$ cat src/rtl/kf8255_peer_pkg.sv
// Shared types and constants for the KF8255 Mode 1 peripheral-side peer.
package kf8255_peer_pkg;

    typedef enum logic [1:0] {RX_IDLE, RX_LATCH, RX_ACK, RX_WAIT} rx_state_t;
    typedef enum logic [1:0] {TX_IDLE, TX_SETUP, TX_STROBE, TX_HOLD} tx_state_t;

    localparam logic [1:0] MODE_STROBED = 2'b01;
    localparam logic       PORT_DIR_OUT = 1'b0;
    localparam logic       PORT_DIR_IN  = 1'b1;

endpackage

$ cat src/rtl/kf8255_peer_fifo.sv
// Synchronous byte FIFO buffering bytes received from the 8255 port.
// Push while full and pop while empty are ignored.
module kf8255_peer_fifo #(
    parameter int unsigned DEPTH = 4,
    parameter int unsigned WIDTH = 8
) (
    input  logic             clock,
    input  logic             reset,
    input  logic             push,
    input  logic [WIDTH-1:0] push_data,
    input  logic             pop,
    output logic             full,
    output logic             empty,
    output logic [WIDTH-1:0] head
);

    localparam int unsigned PtrW = (DEPTH > 1) ? $clog2(DEPTH) : 1;
    localparam int unsigned CntW = PtrW + 1;

    logic [WIDTH-1:0] mem [DEPTH];
    logic [PtrW-1:0]  wr_ptr_q, rd_ptr_q;
    logic [CntW-1:0]  count_q;
    logic             do_push, do_pop;

    assign full    = (count_q == CntW'(DEPTH));
    assign empty   = (count_q == '0);
    assign do_push = push & ~full;
    assign do_pop  = pop & ~empty;
    assign head    = empty ? '0 : mem[rd_ptr_q];

    always_ff @(posedge clock or posedge reset) begin
        if (reset) begin
            wr_ptr_q <= '0;
            rd_ptr_q <= '0;
            count_q  <= '0;
        end else begin
            if (do_push) wr_ptr_q <= wr_ptr_q + PtrW'(1);
            if (do_pop)  rd_ptr_q <= rd_ptr_q + PtrW'(1);
            case ({do_push, do_pop})
                2'b10:   count_q <= count_q + CntW'(1);
                2'b01:   count_q <= count_q - CntW'(1);
                default: count_q <= count_q;
            endcase
        end
    end

    always_ff @(posedge clock) begin
        if (do_push) mem[wr_ptr_q] <= push_data;
    end

endmodule

$ cat src/rtl/kf8255_mode1_peer.sv
// Peripheral-side partner for one KF8255 port in Mode 1 (OBF#/ACK# receive, STB#/IBF send).
// Optional TX wait timeout enabled with `define KF8255_PEER_TIMEOUT_EN.
module kf8255_mode1_peer
    import kf8255_peer_pkg::*;
#(
    parameter int unsigned FIFO_DEPTH     = 4,
    parameter int unsigned ACK_WIDTH      = 2,
    parameter int unsigned STB_WIDTH      = 2,
    parameter int unsigned TIMEOUT_CYCLES = 1024
) (
    input  logic       clock,
    input  logic       reset,
    input  logic [1:0] mode_select,
    input  logic       port_io,
    input  logic [7:0] port_data_in,
    output logic [7:0] port_data_out,
    output logic       port_data_oe,
    input  logic       obf_n,
    output logic       ack_n,
    output logic       stb_n,
    input  logic       ibf,
    output logic [7:0] rx_data,
    output logic       rx_valid,
    input  logic       rx_ready,
    input  logic [7:0] tx_data,
    input  logic       tx_valid,
    output logic       tx_ready,
    output logic       busy,
    output logic       timeout
);

    localparam int unsigned AckCntW = (ACK_WIDTH > 1) ? $clog2(ACK_WIDTH) : 1;
    localparam int unsigned StbCntW = (STB_WIDTH > 1) ? $clog2(STB_WIDTH) : 1;
    localparam logic [AckCntW-1:0] AckLast = AckCntW'(ACK_WIDTH - 1);
    localparam logic [StbCntW-1:0] StbLast = StbCntW'(STB_WIDTH - 1);

    rx_state_t rx_state_q, rx_state_d;
    tx_state_t tx_state_q, tx_state_d;
    logic [AckCntW-1:0] ack_cnt_q, ack_cnt_d;
    logic [StbCntW-1:0] stb_cnt_q, stb_cnt_d;
    logic [7:0] tx_byte_q, tx_byte_d;
    logic rx_run, tx_run, push, fifo_full, fifo_empty, tx_accept, tx_drop;

    assign rx_run = (mode_select == MODE_STROBED) & (port_io == PORT_DIR_OUT);
    assign tx_run = (mode_select == MODE_STROBED) & (port_io == PORT_DIR_IN);

    kf8255_peer_fifo #(
        .DEPTH (FIFO_DEPTH),
        .WIDTH (8)
    ) u_fifo (
        .clock     (clock),
        .reset     (reset),
        .push      (push),
        .push_data (port_data_in),
        .pop       (rx_ready),
        .full      (fifo_full),
        .empty     (fifo_empty),
        .head      (rx_data)
    );

    always_ff @(posedge clock or posedge reset) begin
        if (reset) begin
            rx_state_q <= RX_IDLE;
            tx_state_q <= TX_IDLE;
            ack_cnt_q  <= '0;
            stb_cnt_q  <= '0;
            tx_byte_q  <= '0;
        end else begin
            rx_state_q <= rx_state_d;
            tx_state_q <= tx_state_d;
            ack_cnt_q  <= ack_cnt_d;
            stb_cnt_q  <= stb_cnt_d;
            tx_byte_q  <= tx_byte_d;
        end
    end

    // Leaving the active mode/direction aborts whatever is in flight.
    always_comb begin
        rx_state_d = rx_state_q;
        ack_cnt_d  = ack_cnt_q;
        push       = 1'b0;
        if (!rx_run) begin
            rx_state_d = RX_IDLE;
            ack_cnt_d  = '0;
        end else begin
            case (rx_state_q)
                RX_IDLE:  if (!obf_n && !fifo_full) rx_state_d = RX_LATCH;
                RX_LATCH: begin
                    push       = 1'b1;
                    ack_cnt_d  = '0;
                    rx_state_d = RX_ACK;
                end
                RX_ACK: begin
                    if (ack_cnt_q == AckLast) begin
                        ack_cnt_d  = '0;
                        rx_state_d = RX_WAIT;
                    end else begin
                        ack_cnt_d = ack_cnt_q + AckCntW'(1);
                    end
                end
                RX_WAIT:  if (obf_n) rx_state_d = RX_IDLE;
                default:  rx_state_d = RX_IDLE;
            endcase
        end
    end

    always_comb begin
        tx_state_d = tx_state_q;
        stb_cnt_d  = stb_cnt_q;
        tx_byte_d  = tx_byte_q;
        tx_accept  = 1'b0;
        if (!tx_run) begin
            tx_state_d = TX_IDLE;
            stb_cnt_d  = '0;
        end else begin
            case (tx_state_q)
                TX_IDLE: begin
                    if (tx_valid && !ibf) begin
                        tx_accept  = 1'b1;
                        tx_byte_d  = tx_data;
                        tx_state_d = TX_SETUP;
                    end
                end
                TX_SETUP: begin
                    stb_cnt_d  = '0;
                    tx_state_d = TX_STROBE;
                end
                TX_STROBE: begin
                    if (stb_cnt_q == StbLast) begin
                        stb_cnt_d  = '0;
                        tx_state_d = TX_HOLD;
                    end else begin
                        stb_cnt_d = stb_cnt_q + StbCntW'(1);
                    end
                end
                TX_HOLD:  tx_state_d = TX_IDLE;
                default:  tx_state_d = TX_IDLE;
            endcase
        end
    end

`ifdef KF8255_PEER_TIMEOUT_EN
    localparam int unsigned ToCntW = (TIMEOUT_CYCLES > 1) ? $clog2(TIMEOUT_CYCLES) : 1;
    localparam logic [ToCntW-1:0] ToLast = ToCntW'(TIMEOUT_CYCLES - 1);
    logic [ToCntW-1:0] to_cnt_q, to_cnt_d;

    always_ff @(posedge clock or posedge reset) begin
        if (reset) to_cnt_q <= '0;
        else       to_cnt_q <= to_cnt_d;
    end

    // Counter clears whenever the blocked-send condition lapses.
    always_comb begin
        to_cnt_d = '0;
        tx_drop  = 1'b0;
        if (tx_run && tx_state_q == TX_IDLE && tx_valid && ibf) begin
            if (to_cnt_q == ToLast) tx_drop = 1'b1;
            else                    to_cnt_d = to_cnt_q + ToCntW'(1);
        end
    end
`else
    logic unused_timeout_cfg;
    assign unused_timeout_cfg = ^TIMEOUT_CYCLES;
    assign tx_drop = 1'b0;
`endif

    assign timeout       = tx_drop;
    assign tx_ready      = tx_accept | tx_drop;
    assign ack_n         = (rx_state_q != RX_ACK);
    assign stb_n         = (tx_state_q != TX_STROBE);
    assign port_data_oe  = (tx_state_q != TX_IDLE);
    assign port_data_out = tx_byte_q;
    assign rx_valid      = ~fifo_empty;
    assign busy          = (rx_state_q != RX_IDLE) | (tx_state_q != TX_IDLE);

endmodule

$ cat config.mk
export PLATFORM = sky130hd
export DESIGN_NAME = kf8255_mode1_peer
export DESIGN_NICKNAME = d
export VERILOG_FILES = /design/src/rtl/kf8255_peer_pkg.sv /design/src/rtl/kf8255_peer_fifo.sv /design/src/rtl/kf8255_mode1_peer.sv
export SDC_FILE = /design/constraint.sdc
export NUM_CORES = 1
export LEC_CHECK = 0
export ABC_AREA = 1
export CORE_MARGIN = 2
export CORE_UTILIZATION = 25
export CTS_CLUSTER_DIAMETER = 40
export DETAILED_ROUTE_END_ITERATION = 10
export PLACE_DENSITY = 0.45
export SETUP_SLACK_MARGIN = 0.5
export SLEW_MARGIN = 20
export SYNTH_ARGS = -nofsm -noshare
export SYNTH_HDL_FRONTEND = slang
export SYNTH_SLANG_ARGS = --single-unit
$ cat constraint.sdc
create_clock -name clock -period 2.3 [get_ports clock]
set_input_delay 0.575 -clock clock [delete_from_list [all_inputs] [get_ports clock]]
set_output_delay 0.575 -clock clock [all_outputs]
set_load 0.01 [all_outputs]
==> out/qor_table.md <==
| Quantity | Value |
| --- | --- |
| Die Ht | 103 µm |
| Non-filler instance count after layout | 469 |
| Worst hold endpoint | port_data_out[0] |
| RSZ-0062 raised after global routing | true |
| Gpl congestion | 0.777 |
| Share of cells above drive strength 1 | 0.354 |
| R2r startpoint | rx_state_q[0] |
| Total track usage | 0.111 |
| Final count of negative-setup-slack endpoints | 0 |
| Placed standard-cell area | 0.00330 mm² |
| Share of the clock period used by the worst path after layout | 0.892 |
| Type of the worst min-delay path | register to register |
| Type of the setup path with the least slack | register to output port |
| Leading cell type in the layout, fill and taps excluded | buf_4 |
| Root Buffer | clkbuf_8 |
| Drt wl/cell | 11.7 µm |
| Remaining antenna violation count | 0 |
| Summed instance area of the synthesized netlist | 0.00246 mm² |
| Starting utilization of the core area | 0.255 |
| Slowest cell on crit path | dfrtp_2 |
| Max-Cap Viols | 0 |
| Width of the die | 103 µm |
| LEAKAGE | 0.00159 µW |
| Area overhead of the layout relative to synthesis | 49.9% |
| Diode insertion count for antenna repair | 0 |
| Number of failing hold endpoints at the final stage | 0 |
| GRT Max-Usage Layer | met2 |
| Crit path arrival time | 1480 ps |
| Final Max Tran Viols | 0 |
| Initial antenna violation count | 0 |
| HPWL reported at the end of detailed placement | 3700 µm |
| Placed cell count | 438 |
| Worst Setup Slack, final | 250 ps |
| HP Start | port_data_out[0] |
| Element type at the critical path end | output port |
| Vias per cell | 4.04 |
| Crit path largest cell delay | 430 ps |
| Met1 track utilization from global routing | 0.135 |
| Global-route wire length before repair | 9080 µm |
| Worst vdd ir | 0.000256 V |
| R2R Path End | u_fifo.count_q[2] |
| DR pass1 iterations | 4 |
| Number of CTS-inserted buffers | 5 |
| Post-synthesis sequential area ratio | 0.605 |
| Aggregate global routing overflow | 0 |
| Total Routed Length | 5500 µm |
| Maximum frequency from static timing analysis | 488 MHz |
| Clock sink count | 53 |
| Mean area per synthesized cell | 10.4 µm² |
| Cell depth of the worst hold path | 2 |
| Count of hold-fix buffers inserted at cts | 0 |
| Num ports | 48 |
| Clock latency on the worst-skew pair | 300 ps |
| Cell row count | 36 |
| Cells on worst reg2reg path | 9 |
| Number of nets in the synthesized netlist | 275 |
| Most used cells in the layout excluding fill and tap cells | buf_4, edfxtp_1, nor2_1, inv_1, nand2_1 |
| Cells after Synth | 237 |
| TritonCTS clock tree | done |
| Pin count of the biggest net entering global routing | 22 |
| Clock edge transition at the registers on the reported setup and hold paths | 90 ps |
| Internal reg-to-reg setup slack | 460 ps |
| Status | finished clean |
| First DRT Iteration DRCs | 56 |
| Fraction of met2 tracks used by global routing | 0.196 |
| Layout Skew | 7.58 ps |
| Minimum period implied by the final worst setup slack | 2050 ps |
| Total number of vias | 1,896 |
| Crit path required time | 1730 ps |
| Count of different cell masters after synthesis | 29 |
| Max H-tree Level | 2 |
| Area of the core | 0.00964 mm² |
| Final instance area | 0.00368 mm² |
| Nets@finish | 373 |
| Number of input and output port buffers inserted | 46 |
| Power density over cell area | 858 mW/mm² |
| Clk buf depth | 2 |
| Met3 track utilization from global routing | 0.0298 |
| Placement-stage worst setup slack | -348 ps |
| Critical path startpoint category | register |
| DRC violation count after routing | 0 |
| FF+latch count, synth | 53 |
| Number of global-route vias before repair | 1,950 |
| Highest fanout seen on the critical path | 8 |
| Die area | 0.0106 mm² |
| Yosys warns | 0 |
| Chain of cells forming the critical path | buf_12, buf_16, nor2_2, nor2_1, o21ai_1, a21oi_2, buf_2 |
==> through the flow <==
stage	setup TNS [ps]	hold WS [ps]	total power, µW	utilization
after floorplan	0	466	1860	-
after global placement	-5460	493	2520	0.342
after detailed placement	-5960	489	2530	0.342
after CTS	0	542	3210	0.376
after global routing	0	562	3420	0.382
final	0	530	3160	0.382
==> synth_stat cells, drive strengths merged <==
| cell type | count | area [µm²] |
|---|---|---|
| clkbuf | 1 | 3.75 |
| nor2 | 44 | 173 |
| o211ai | 1 | 7.51 |
| nand2 | 28 | 115 |
| xnor2 | 1 | 8.76 |
| inv | 36 | 135 |
| nor3 | 2 | 32.5 |
| nand4 | 3 | 18.8 |
| fa | 1 | 20.0 |
| ha | 12 | 150 |
| edfxtp | 32 | 961 |
| o21ai | 29 | 149 |
| xor2 | 3 | 26.3 |
| or2 | 1 | 6.26 |
| nand3 | 5 | 30.0 |
| a21oi | 10 | 50.1 |
| buf | 5 | 33.8 |
| conb | 1 | 3.75 |
| dfrtp | 21 | 526 |
| a21boi | 1 | 7.51 |
==> power breakdown <==
group | switching (µW) | total [µW] | internal (µW)
combinational | 717 | 1440 | 719
sequential | 86.7 | 1200 | 1110
clock | 308 | 526 | 218
total | 1110 | 3160 | 2050
==> registers in the layout, indices dropped and copies added, names as in the netlist <==
register         flops
u_fifo.mem          32
port_data_out        8
u_fifo.count_q       3
rx_state_q           2
tx_state_q           2
u_fifo.rd_ptr_q      2
u_fifo.wr_ptr_q      2
ack_cnt_q            1
stb_cnt_q            1
==> per-layer routing <==
layer	part of all wire	wire (µm)
met3	0.048	263
met4	0.0075	41
met1	0.45	2500
met2	0.49	2700
met5	0	0
==> logic make-up (layout without fill, tap and decap cells) <==
family,count (synthesis),count (layout),share of synthesized area
buffers and inverters,42,141,0.0703
other,1,1,0.00153
and+or+nand+nor,83,83,0.153
AOI/OAI and AO/OA,41,41,0.0871
DFF,53,53,0.605
adders and majority gates,13,13,0.0692
xor gates and xnor gates,4,4,0.0143
==> what timing repair did <==
item | CTS | global route
gates resized for setup | 118 | 24
endpoints found under the setup margin | 53 | 51
pin swaps | 19 | 16
buffers inserted | 17 | 5
gates cloned | 1 | 0
==> worst max-delay path: cells and delay by family (launching register included) <==
| kind | cells | cell delay (ps) |
|---|---|---|
| buf+inv | 3 | 390 |
| compound gates | 2 | 220 |
| flops | 1 | 430 |
| simple gates | 2 | 120 |
==> cell type report <==
cell class	instances	area (µm²)
fillers	1021	5950
multi-input cells	142	925
clock inverters	2	13.8
repair buffers	97	867
flip-flops and latches	53	1490
clock buffers	6	72.6
well taps	133	166
inverters	36	151
==> worst max path at each step <==
stage	to	from	slack (ps)
floorplan	u_fifo.count_q[1]	mode_select[0]	350
global placement	tx_ready	mode_select[0]	-350
detailed placement	tx_ready	mode_select[0]	-350
CTS	rx_data[6]	u_fifo.rd_ptr_q[0]	230
global route	rx_data[6]	u_fifo.rd_ptr_q[0]	160
finish	rx_data[7]	u_fifo.rd_ptr_q[0]	250
No activity file was read; power rests on OpenSTA's default activity.
